### src/rtl/gpc_4t_pkg.sv
// Shared gpc_4t definitions: CR word offsets, boot-controller
// state and status encodings.
package gpc_4t_pkg;

   // Byte offsets of the CR words, relative to the CR base.
   // The d_mem_wrap decode uses the same offsets.
   localparam logic [31:0] CR_OFF_EN_PC  = 32'h0000_0000;
   localparam logic [31:0] CR_OFF_RST_PC = 32'h0000_0004;
   localparam logic [31:0] CR_OFF_RD_PTR = 32'h0000_0008;
   localparam logic [31:0] CR_OFF_START  = 32'h0000_0010;
   localparam logic [31:0] CR_OFF_DONE   = 32'h0000_0014;

   typedef enum logic [3:0] {
      S_IDLE,
      S_W_RST1,
      S_W_RDPTR,
      S_W_EN1,
      S_W_RST0,
      S_W_START,
      S_POLL_RD,
      S_POLL_CHK,
      S_POLL_WAIT,
      S_W_DONE0,
      S_W_EN0_OK,
      S_W_EN0_ERR,
      S_FIN
   } t_boot_state;

   typedef enum logic [1:0] {
      ST_NONE    = 2'd0,
      ST_OK      = 2'd1,
      ST_TIMEOUT = 2'd2,
      ST_ABORT   = 2'd3
   } t_boot_status;

   // Abort is honoured only before the completion writes begin.
   function automatic logic is_abortable(input t_boot_state s);
      return s inside {S_W_RST1, S_W_RDPTR, S_W_EN1,
                       S_W_RST0, S_W_START, S_POLL_RD,
                       S_POLL_CHK, S_POLL_WAIT};
   endfunction

endpackage

### src/rtl/mmio_boot_timer.sv
// Gap counter between done polls plus saturating poll timeout counter.
// Ports: i_clk, i_rst (sync, active-high), i_gap_clr/i_gap_en,
//        i_tmo_clr/i_tmo_en, o_gap_expired, o_timeout_hit.
module mmio_boot_timer
   import gpc_4t_pkg::*;
#(
   parameter int unsigned POLL_GAP = 16,
   parameter int unsigned TIMEOUT  = 100000,
   localparam int unsigned TW = $clog2(TIMEOUT + 1),
   localparam int unsigned GW = $clog2(POLL_GAP + 1)
) (
   input  logic i_clk,
   input  logic i_rst,
   input  logic i_gap_clr,
   input  logic i_gap_en,
   input  logic i_tmo_clr,
   input  logic i_tmo_en,
   output logic o_gap_expired,
   output logic o_timeout_hit
);

   logic [GW-1:0] r_gap;
   logic [TW-1:0] r_tmo;
   logic          w_gap_last;
   logic          w_tmo_sat;

   // The last wait cycle is the one where the count reads POLL_GAP-1,
   // giving exactly POLL_GAP wait cycles after a clear.
   assign w_gap_last = (r_gap == GW'(POLL_GAP - 1));
   assign w_tmo_sat  = (r_tmo == TW'(TIMEOUT));

   always_ff @(posedge i_clk) begin
      if (i_rst) begin
         r_gap <= '0;
      end else if (i_gap_clr) begin
         r_gap <= '0;
      end else if (i_gap_en && !w_gap_last) begin
         r_gap <= r_gap + GW'(1);
      end
   end

   always_ff @(posedge i_clk) begin
      if (i_rst) begin
         r_tmo <= '0;
      end else if (i_tmo_clr) begin
         r_tmo <= '0;
      end else if (i_tmo_en && !w_tmo_sat) begin
         r_tmo <= r_tmo + TW'(1);
      end
   end

   assign o_gap_expired = w_gap_last;
   assign o_timeout_hit = w_tmo_sat;

endmodule

### src/rtl/mmio_boot_ctrl.sv
// SOC-side MMIO initiator that boots a gpc_4t core through its CR block.
// Ports: clock, rst (sync, active-high), go, rd_ptr_val, abort in;
//        busy, done_pulse, status out; m_* d_mem master port, m_q in.
module mmio_boot_ctrl
   import gpc_4t_pkg::*;
#(
   parameter logic [31:0] CSR_BASE = 32'h0000_1C00,
   parameter int unsigned POLL_GAP = 16,
   parameter int unsigned TIMEOUT  = 100000
) (
   input  logic        clock,
   input  logic        rst,
   input  logic        go,
   input  logic [4:0]  rd_ptr_val,
   input  logic        abort,
   output logic        busy,
   output logic        done_pulse,
   output logic [1:0]  status,
   output logic [31:0] m_address,
   output logic [3:0]  m_byteena,
   output logic [31:0] m_data,
   output logic        m_rden,
   output logic        m_wren,
   input  logic [31:0] m_q
);

   t_boot_state  r_state;
   t_boot_status r_status;
   logic [4:0]   r_rd_ptr;

   t_boot_state  w_nxt;
   t_boot_status w_stat_nxt;
   logic         w_go_ok;
   logic         w_rden;
   logic         w_wren;
   logic [31:0]  w_addr;
   logic [31:0]  w_wdata;
   logic         w_gap_clr;
   logic         w_gap_en;
   logic         w_tmo_clr;
   logic         w_tmo_en;
   logic         w_gap_exp;
   logic         w_tmo_hit;
   logic         w_unused;

   // Only bit 0 of the done word carries information.
   assign w_unused = ^m_q[31:1];

   assign w_go_ok = (r_state == S_IDLE) && go;

   mmio_boot_timer #(
      .POLL_GAP (POLL_GAP),
      .TIMEOUT  (TIMEOUT)
   ) u_timer (
      .i_clk         (clock),
      .i_rst         (rst),
      .i_gap_clr     (w_gap_clr),
      .i_gap_en      (w_gap_en),
      .i_tmo_clr     (w_tmo_clr),
      .i_tmo_en      (w_tmo_en),
      .o_gap_expired (w_gap_exp),
      .o_timeout_hit (w_tmo_hit)
   );

   always_ff @(posedge clock) begin
      if (rst) begin
         r_state  <= S_IDLE;
         r_status <= ST_NONE;
         r_rd_ptr <= '0;
      end else begin
         r_state  <= w_nxt;
         r_status <= w_stat_nxt;
         if (w_go_ok) begin
            r_rd_ptr <= rd_ptr_val;
         end
      end
   end

   always_comb begin
      w_nxt      = r_state;
      w_stat_nxt = r_status;
      w_rden     = 1'b0;
      w_wren     = 1'b0;
      w_addr     = '0;
      w_wdata    = '0;
      w_gap_clr  = 1'b0;
      w_gap_en   = 1'b0;
      w_tmo_clr  = 1'b0;
      w_tmo_en   = 1'b0;

      unique case (r_state)
         S_IDLE: begin
            if (go) begin
               w_nxt      = S_W_RST1;
               w_stat_nxt = ST_NONE;
               w_tmo_clr  = 1'b1;
            end
         end
         S_W_RST1: begin
            w_wren  = 1'b1;
            w_addr  = CSR_BASE + CR_OFF_RST_PC;
            w_wdata = 32'd1;
            w_nxt   = S_W_RDPTR;
         end
         S_W_RDPTR: begin
            w_wren  = 1'b1;
            w_addr  = CSR_BASE + CR_OFF_RD_PTR;
            w_wdata = {27'd0, r_rd_ptr};
            w_nxt   = S_W_EN1;
         end
         S_W_EN1: begin
            w_wren  = 1'b1;
            w_addr  = CSR_BASE + CR_OFF_EN_PC;
            w_wdata = 32'd1;
            w_nxt   = S_W_RST0;
         end
         S_W_RST0: begin
            w_wren  = 1'b1;
            w_addr  = CSR_BASE + CR_OFF_RST_PC;
            w_wdata = 32'd0;
            w_nxt   = S_W_START;
         end
         S_W_START: begin
            w_wren  = 1'b1;
            w_addr  = CSR_BASE + CR_OFF_START;
            w_wdata = 32'd1;
            w_nxt   = S_POLL_RD;
         end
         S_POLL_RD: begin
            w_rden   = 1'b1;
            w_addr   = CSR_BASE + CR_OFF_DONE;
            w_tmo_en = 1'b1;
            w_nxt    = S_POLL_CHK;
         end
         S_POLL_CHK: begin
            w_tmo_en = 1'b1;
            // Done is tested first so it wins a tie with the timeout.
            if (m_q[0]) begin
               w_nxt = S_W_DONE0;
            end else if (w_tmo_hit) begin
               w_nxt      = S_W_EN0_ERR;
               w_stat_nxt = ST_TIMEOUT;
            end else begin
               w_nxt     = S_POLL_WAIT;
               w_gap_clr = 1'b1;
            end
         end
         S_POLL_WAIT: begin
            w_tmo_en = 1'b1;
            w_gap_en = 1'b1;
            if (w_tmo_hit) begin
               w_nxt      = S_W_EN0_ERR;
               w_stat_nxt = ST_TIMEOUT;
            end else if (w_gap_exp) begin
               w_nxt = S_POLL_RD;
            end
         end
         S_W_DONE0: begin
            w_wren  = 1'b1;
            w_addr  = CSR_BASE + CR_OFF_DONE;
            w_wdata = 32'd0;
            w_nxt   = S_W_EN0_OK;
         end
         S_W_EN0_OK: begin
            w_wren     = 1'b1;
            w_addr     = CSR_BASE + CR_OFF_EN_PC;
            w_wdata    = 32'd0;
            w_stat_nxt = ST_OK;
            w_nxt      = S_FIN;
         end
         S_W_EN0_ERR: begin
            w_wren  = 1'b1;
            w_addr  = CSR_BASE + CR_OFF_EN_PC;
            w_wdata = 32'd0;
            w_nxt   = S_FIN;
         end
         S_FIN: begin
            w_nxt = S_IDLE;
         end
         default: begin
            w_nxt = S_IDLE;
         end
      endcase

      // Abort overrides every decision above, including a poll result.
      if (abort && is_abortable(r_state)) begin
         w_nxt      = S_W_EN0_ERR;
         w_stat_nxt = ST_ABORT;
      end
   end

   // Strobes are suppressed in any cycle that reset is asserted,
   // so a mid-run reset never leaks a partial transaction.
   assign m_rden     = w_rden & ~rst;
   assign m_wren     = w_wren & ~rst;
   assign m_address  = rst ? '0 : w_addr;
   assign m_data     = rst ? '0 : w_wdata;
   assign m_byteena  = (m_rden | m_wren) ? 4'hF : 4'h0;
   assign busy       = ~rst && (r_state != S_IDLE)
                            && (r_state != S_FIN);
   assign done_pulse = ~rst && (r_state == S_FIN);
   assign status     = r_status;

endmodule

### config.mk
export PLATFORM = sky130hd
export DESIGN_NAME = mmio_boot_ctrl
export DESIGN_NICKNAME = d
export VERILOG_FILES = /design/src/rtl/gpc_4t_pkg.sv /design/src/rtl/mmio_boot_timer.sv /design/src/rtl/mmio_boot_ctrl.sv
export SDC_FILE = /design/constraint.sdc
export NUM_CORES = 1
export LEC_CHECK = 0
export ABC_AREA = 1
export CAP_MARGIN = 20
export CORE_MARGIN = 4
export CORE_UTILIZATION = 42
export CTS_BUF_LIST = sky130_fd_sc_hd__clkbuf_16
export DETAILED_ROUTE_END_ITERATION = 12
export PLACE_DENSITY = 0.78
export SYNTH_ARGS = -nofsm -noshare
export SYNTH_HDL_FRONTEND = slang
export SYNTH_SLANG_ARGS = --single-unit
### constraint.sdc
create_clock -name clock -period 3.08 [get_ports clock]
set_clock_uncertainty 0.05 [all_clocks]
set_input_delay 0.308 -clock clock [delete_from_list [all_inputs] [get_ports clock]]
set_output_delay 0.308 -clock clock [all_outputs]
set_load 0.1 [all_outputs]
Word level (Yosys, flattened, before mapping) --
Index checks and enable logic that the tools add are counted.
Cells by class: multipliers 0, reductions and logical operators 26, add/subtract/negate cells 2, order comparisons 0, bitwise operators 4, divide/modulo/power cells 0, mux-type cells 26, eq/ne operators 20, shifts and indexed selects 0
Operators with widths (number):
- $pmux 13 s5 | 1
- $mux 32 | 2
- $pmux 4 s11 | 1
- $eq 4x4->1 const B | 5
- $mux 4 | 5
- $add 17x1->17 const B | 1
- $eq 17x17->1 const B | 1
- $eq 4x3->1 const B | 4
- $mux 2 | 6
- $reduce_or 2->1 | 6
- $pmux 5 s2 | 1
- $mux 1 | 9
- $reduce_or 3->1 | 3
- $eq 4x2->1 const B | 2
- $pmux 2 s4 | 1
- $reduce_bool 8->1 | 1
- $reduce_or 8->1 | 1
- $logic_and 1x1->1 | 7
- $ne 3x2->1 const B | 2
- $add 5x1->5 const B | 1
- $eq 5x4->1 const B | 1
- $reduce_bool 5->1 | 1
- $eq 4x1->1 const B | 1
- $logic_not 4->1 | 1
- other kinds (11) | 14
Word-level totals: bits in latches 0, logic and storage cells 84, output and inout port bits 74, bits in read-only memories 0, bits in writable memories 0, register bits 33, memories 0

Logic depth before layout (Yosys ltp) --
depth after elaboration 6, gate-level depth with buffers 13

By module --
From an unflattened synthesis, not the netlist that was laid out.
Second synthesis, totals: cell total of the unflattened synthesis 380, area total of the unflattened synthesis 2489.9 sq um
By module, submodules not included:
- mmio_boot_ctrl | times used 1, area an instance 1252.5 sq um, cells each 196, seq. area each 220.2 sq um
- mmio_boot_timer | times used 1, area an instance 1237.4 sq um, cells each 184, seq. area each 440.4 sq um

Worst setup path after synthesis --
OpenSTA, ideal clock, no wires.
path type register to output, start point register r_state[0], end point output m_data[0], required time 2.722 ns, stages on the path, launching flop included 8, arrival time 4.328 ns, slack -1.606 ns, buffers on the path 0, cell sequence dfxtp_1 -> inv_2 -> nand2_1 -> inv_1 -> nand2_1 -> nor2_1 -> inv_1 -> o21ai_0
Between the ends: cells in the longest elaborated chain, start to end 4, elaborated cells on any way between the ends 7, those cells by class 4 x eq/ne; 2 x mux; 1 x reduce/logical
Ends and longest elaborated chain:
- from (decl) | line mmio_boot_ctrl.sv:27 | t_boot_state r_state;
- from (signal assigned) | line mmio_boot_ctrl.sv:71 | r_state <= w_nxt;
- $eq 4x1->1, or another cell as far along | line mmio_boot_ctrl.sv:91 | unique case (r_state)
- $reduce_or 3->1 (no source line)
- $pmux 5 s2 * | line mmio_boot_ctrl.sv:91
- $mux 32 * | line mmio_boot_ctrl.sv:197 | assign m_data = rst ? '0 : w_wdata;
- to (decl) | line mmio_boot_ctrl.sv:21 | output logic [31:0] m_data,
Mark *: on every way between the ends. The rest lies on a longest branch, timed or not.

Worst setup path after layout --
start point input rst, end point output m_data[0]
Between the ends: cells in the longest elaborated chain, start to end 1
Ends and longest elaborated chain:
- from (decl) | line mmio_boot_ctrl.sv:12 | input logic rst,
- $mux 32 | line mmio_boot_ctrl.sv:197
Every way passes these cells.

==> results.toml <==
[power]
p_leak_nw = 1.28
irDropWorstVdd_uv = 872
p_per_area_mw_per_mm2 = 986
p_switching_mw = 1.60
switching_share = 0.591
internal-power_mw = 1.11
pwr-share-comb = 0.633
pwr-share-seq = 0.199
clkPwrFrac = 0.167

[logic_synthesis]
synth.cell_area_mm2 = 0.00249
synth-compound-area-share = 0.104
synth_top_family_by_area = "simple AND/OR/NAND/NOR gates"
synth_cells = 379
synthSimpleGateAreaFrac = 0.310
synthXorXnorAreaFrac = 0.0311
avgSynthCellArea_um2 = 6.58
synthFlopType = "dfxtp_1"
yosysUniqueCellTypes = 34
yosysWarnings = 0
ys_ff_latch = 33
synth.area.mux_share = 0
synthArstFlopShare = 0
synth-seq-area-share = 0.265
synth_fa_ha_area_frac = 0.0201
synth_edf_count = 0

[sta]
maxSlewViolCount = 0
finalSetupViolCount = 0
hold_violations = 0
max_freq_mhz = 450
worst_pin_slew_ps = 980
rsz0062_at_grt = "false"
min_period_ps = 2220
setup_tns_ps = 0
fin_crit_sh = 0.721
slew_headroom = 0.345

[cells_and_area]
multi_input_area_mm2 = 0.00139
layout.nets = 452
seqCellArea_um2 = 661
layout_commonest_cell = "nand2_1"
final_area_mm2 = 0.00274
layout-drive-gt1-share = 0.145
fillers = 595
n_antenna_cell = 0
final_cell_mix = "nand2_1, conb_1, inv_1, dfxtp_1"
synthToLayoutAreaGrowth_pct = 9.98

[clocking]
ctsResizeCount = 0
hold_buffers = 0
clock_latency_ps = 280
cts.clk_slew.worst_paths_ps = 50
cts_tree = "built"
numCtsBuffers = 5
root_buffer = "clkbuf_16"
ctsLongestPathBuffers = 2
cts_sinks = 33
post_cts_buffers = 0
h-tree-depth = 2

[die]
die_w_um = 85.1
num_rows = 27
ioPinCount = 115
die_area_mm2 = 0.00724
core_area_mm2 = 0.00564
dieHeight_um = 85.1
initial_core_util = 0.442

[hold_path]
hp-class = "flop to flop"
holdPathStages = 2

[job]
cap_violations = 0

[grt]
grt_pass1_wl_um = 8290
grt_pass1_vias = 1907
antenna_found_initial = 0
grtUsageTotal = 0.140
grt_max_degree = 15
gr-total-overflow = 0

[setup_path]
end_kind = "output port"
crit_type = "primary input to output port"
arrival_ps = 1860
worstSetupStartpointType = "primary input"
worstPathRequired_ps = 2720
cp_max_fo = 14
max_stage_delay_ps = 820
crit_slowest_cell = "clkdlybuf4s50_1"
reg2regPathDepth = 7
path_cells = "clkdlybuf4s50_1 > inv_1 > nand2_1 > o21ai_2 > buf_4"

[status]
status = "completed"

[drt]
ant_nets = 0
routedWlPerCell_um = 10.6
via_count = 2213
drcViolationCount = 0
firstDrtPassIters = 4
routed_via_density = 4.62
drtIter0Drc = 155
routed_wl_um = 5060

[placement]
hpwl_um = 3950
portBuffers = 30
place_area_mm2 = 0.00261
place.gp.congestion = 0.864
-- through the flow --
| step | instances | utilization | setup slack [ps] | hold WS (ps) | power (mW) |
|---|---|---|---|---|---|
| after floorplan | 431 | - | 9.42 | 337 | 2.09 |
| after global placement | 472 | 0.463 | 838 | 399 | 2.23 |
| after detailed placement | 472 | 0.463 | 871 | 407 | 2.25 |
| after CTS | 479 | 0.486 | 843 | 414 | 2.72 |
| after global routing | 479 | 0.486 | 777 | 431 | 2.85 |
| final | 479 | 0.486 | 858 | 410 | 2.71 |
-- final timing paths --
| kind | to | start | slack [ps] |
|---|---|---|---|
| setup / recovery | m_data[0] | rst | 860 |
| hold / removal | u_timer.r_gap[4]$_SDFFE_PP0P_ | u_timer.r_gap[4]$_SDFFE_PP0P_ | 410 |
| setup reg to reg | u_timer.r_tmo[4]$_SDFFE_PP0P_ | r_state[1]$_SDFFE_PP0P_ | 1130 |
| hold reg to reg | u_timer.r_gap[4]$_SDFFE_PP0P_ | u_timer.r_gap[4]$_SDFFE_PP0P_ | 410 |
-- cell usage after synthesis, types with 3 or more instances --
master   instances  area (µm²)
dfxtp_1         33         661
nor2_1          37         139
ha_1             4        50.1
o21ai_1          3        15.0
inv_1           48         180
buf_4           58         435
xor2_1           6        52.6
nand4_1          5        31.3
nor2_2           5        31.3
nor3_1           8        40.0
a21oi_1         34         170
o21ai_0         12        60.1
nand2_1         73         274
nor2_4           3        33.8
nand3_1         21         105
inv_2            5        18.8
nand2_2          4        25.0
-- routing by layer --
metal  vias up  track usage  wire length [µm]
met2        86        0.241              2500
met1       988        0.162              2020
met4         0       0.0475                77
met3         8       0.0485               472
met5         -            0                 0
li1       1131            -                 -
-- worst max-delay path: cells and delay by family --
family / cells / cell delay [ps]
AO/OA/AOI/OAI: 1 / 60
buffers and inverters: 3 / 1350
AND/OR/NAND/NOR: 1 / 150
-- logic make-up after synthesis --
logic type / count (synthesis)
other cells: 1
simple gates: 165
xor+xnor: 8
buf+inv: 117
compound gates: 51
flops: 33
fa+ha+maj: 4
-- registers in the layout (all words and copies together), names as in the netlist --
name,count
u_timer.r_tmo,17
r_rd_ptr,5
u_timer.r_gap,5
r_state,4
status,2
-- power groups by stage --
stage | Clock, mW | Combinational [mW] | Sequential (mW)
finish | 0.453 | 1.71 | 0.540
global route | 0.488 | 1.82 | 0.549
CTS | 0.467 | 1.71 | 0.539
detailed placement | 0 | 1.71 | 0.547
global placement | 0 | 1.68 | 0.545
floorplan | 0 | 1.47 | 0.618
-- cell type report --
| class | instances | share of cell area |
|---|---|---|
| Clock buffer | 5 | 0.0456 |
| Clock inverter | 2 | 0.00274 |
| Inverter | 55 | 0.0762 |
| Multi-Input combinational cell | 281 | 0.507 |
| Sequential cell | 33 | 0.241 |
| Tap cell | 72 | 0.0328 |
| Timing Repair Buffer | 31 | 0.0948 |
No activity file was read; power rests on OpenSTA's default activity.
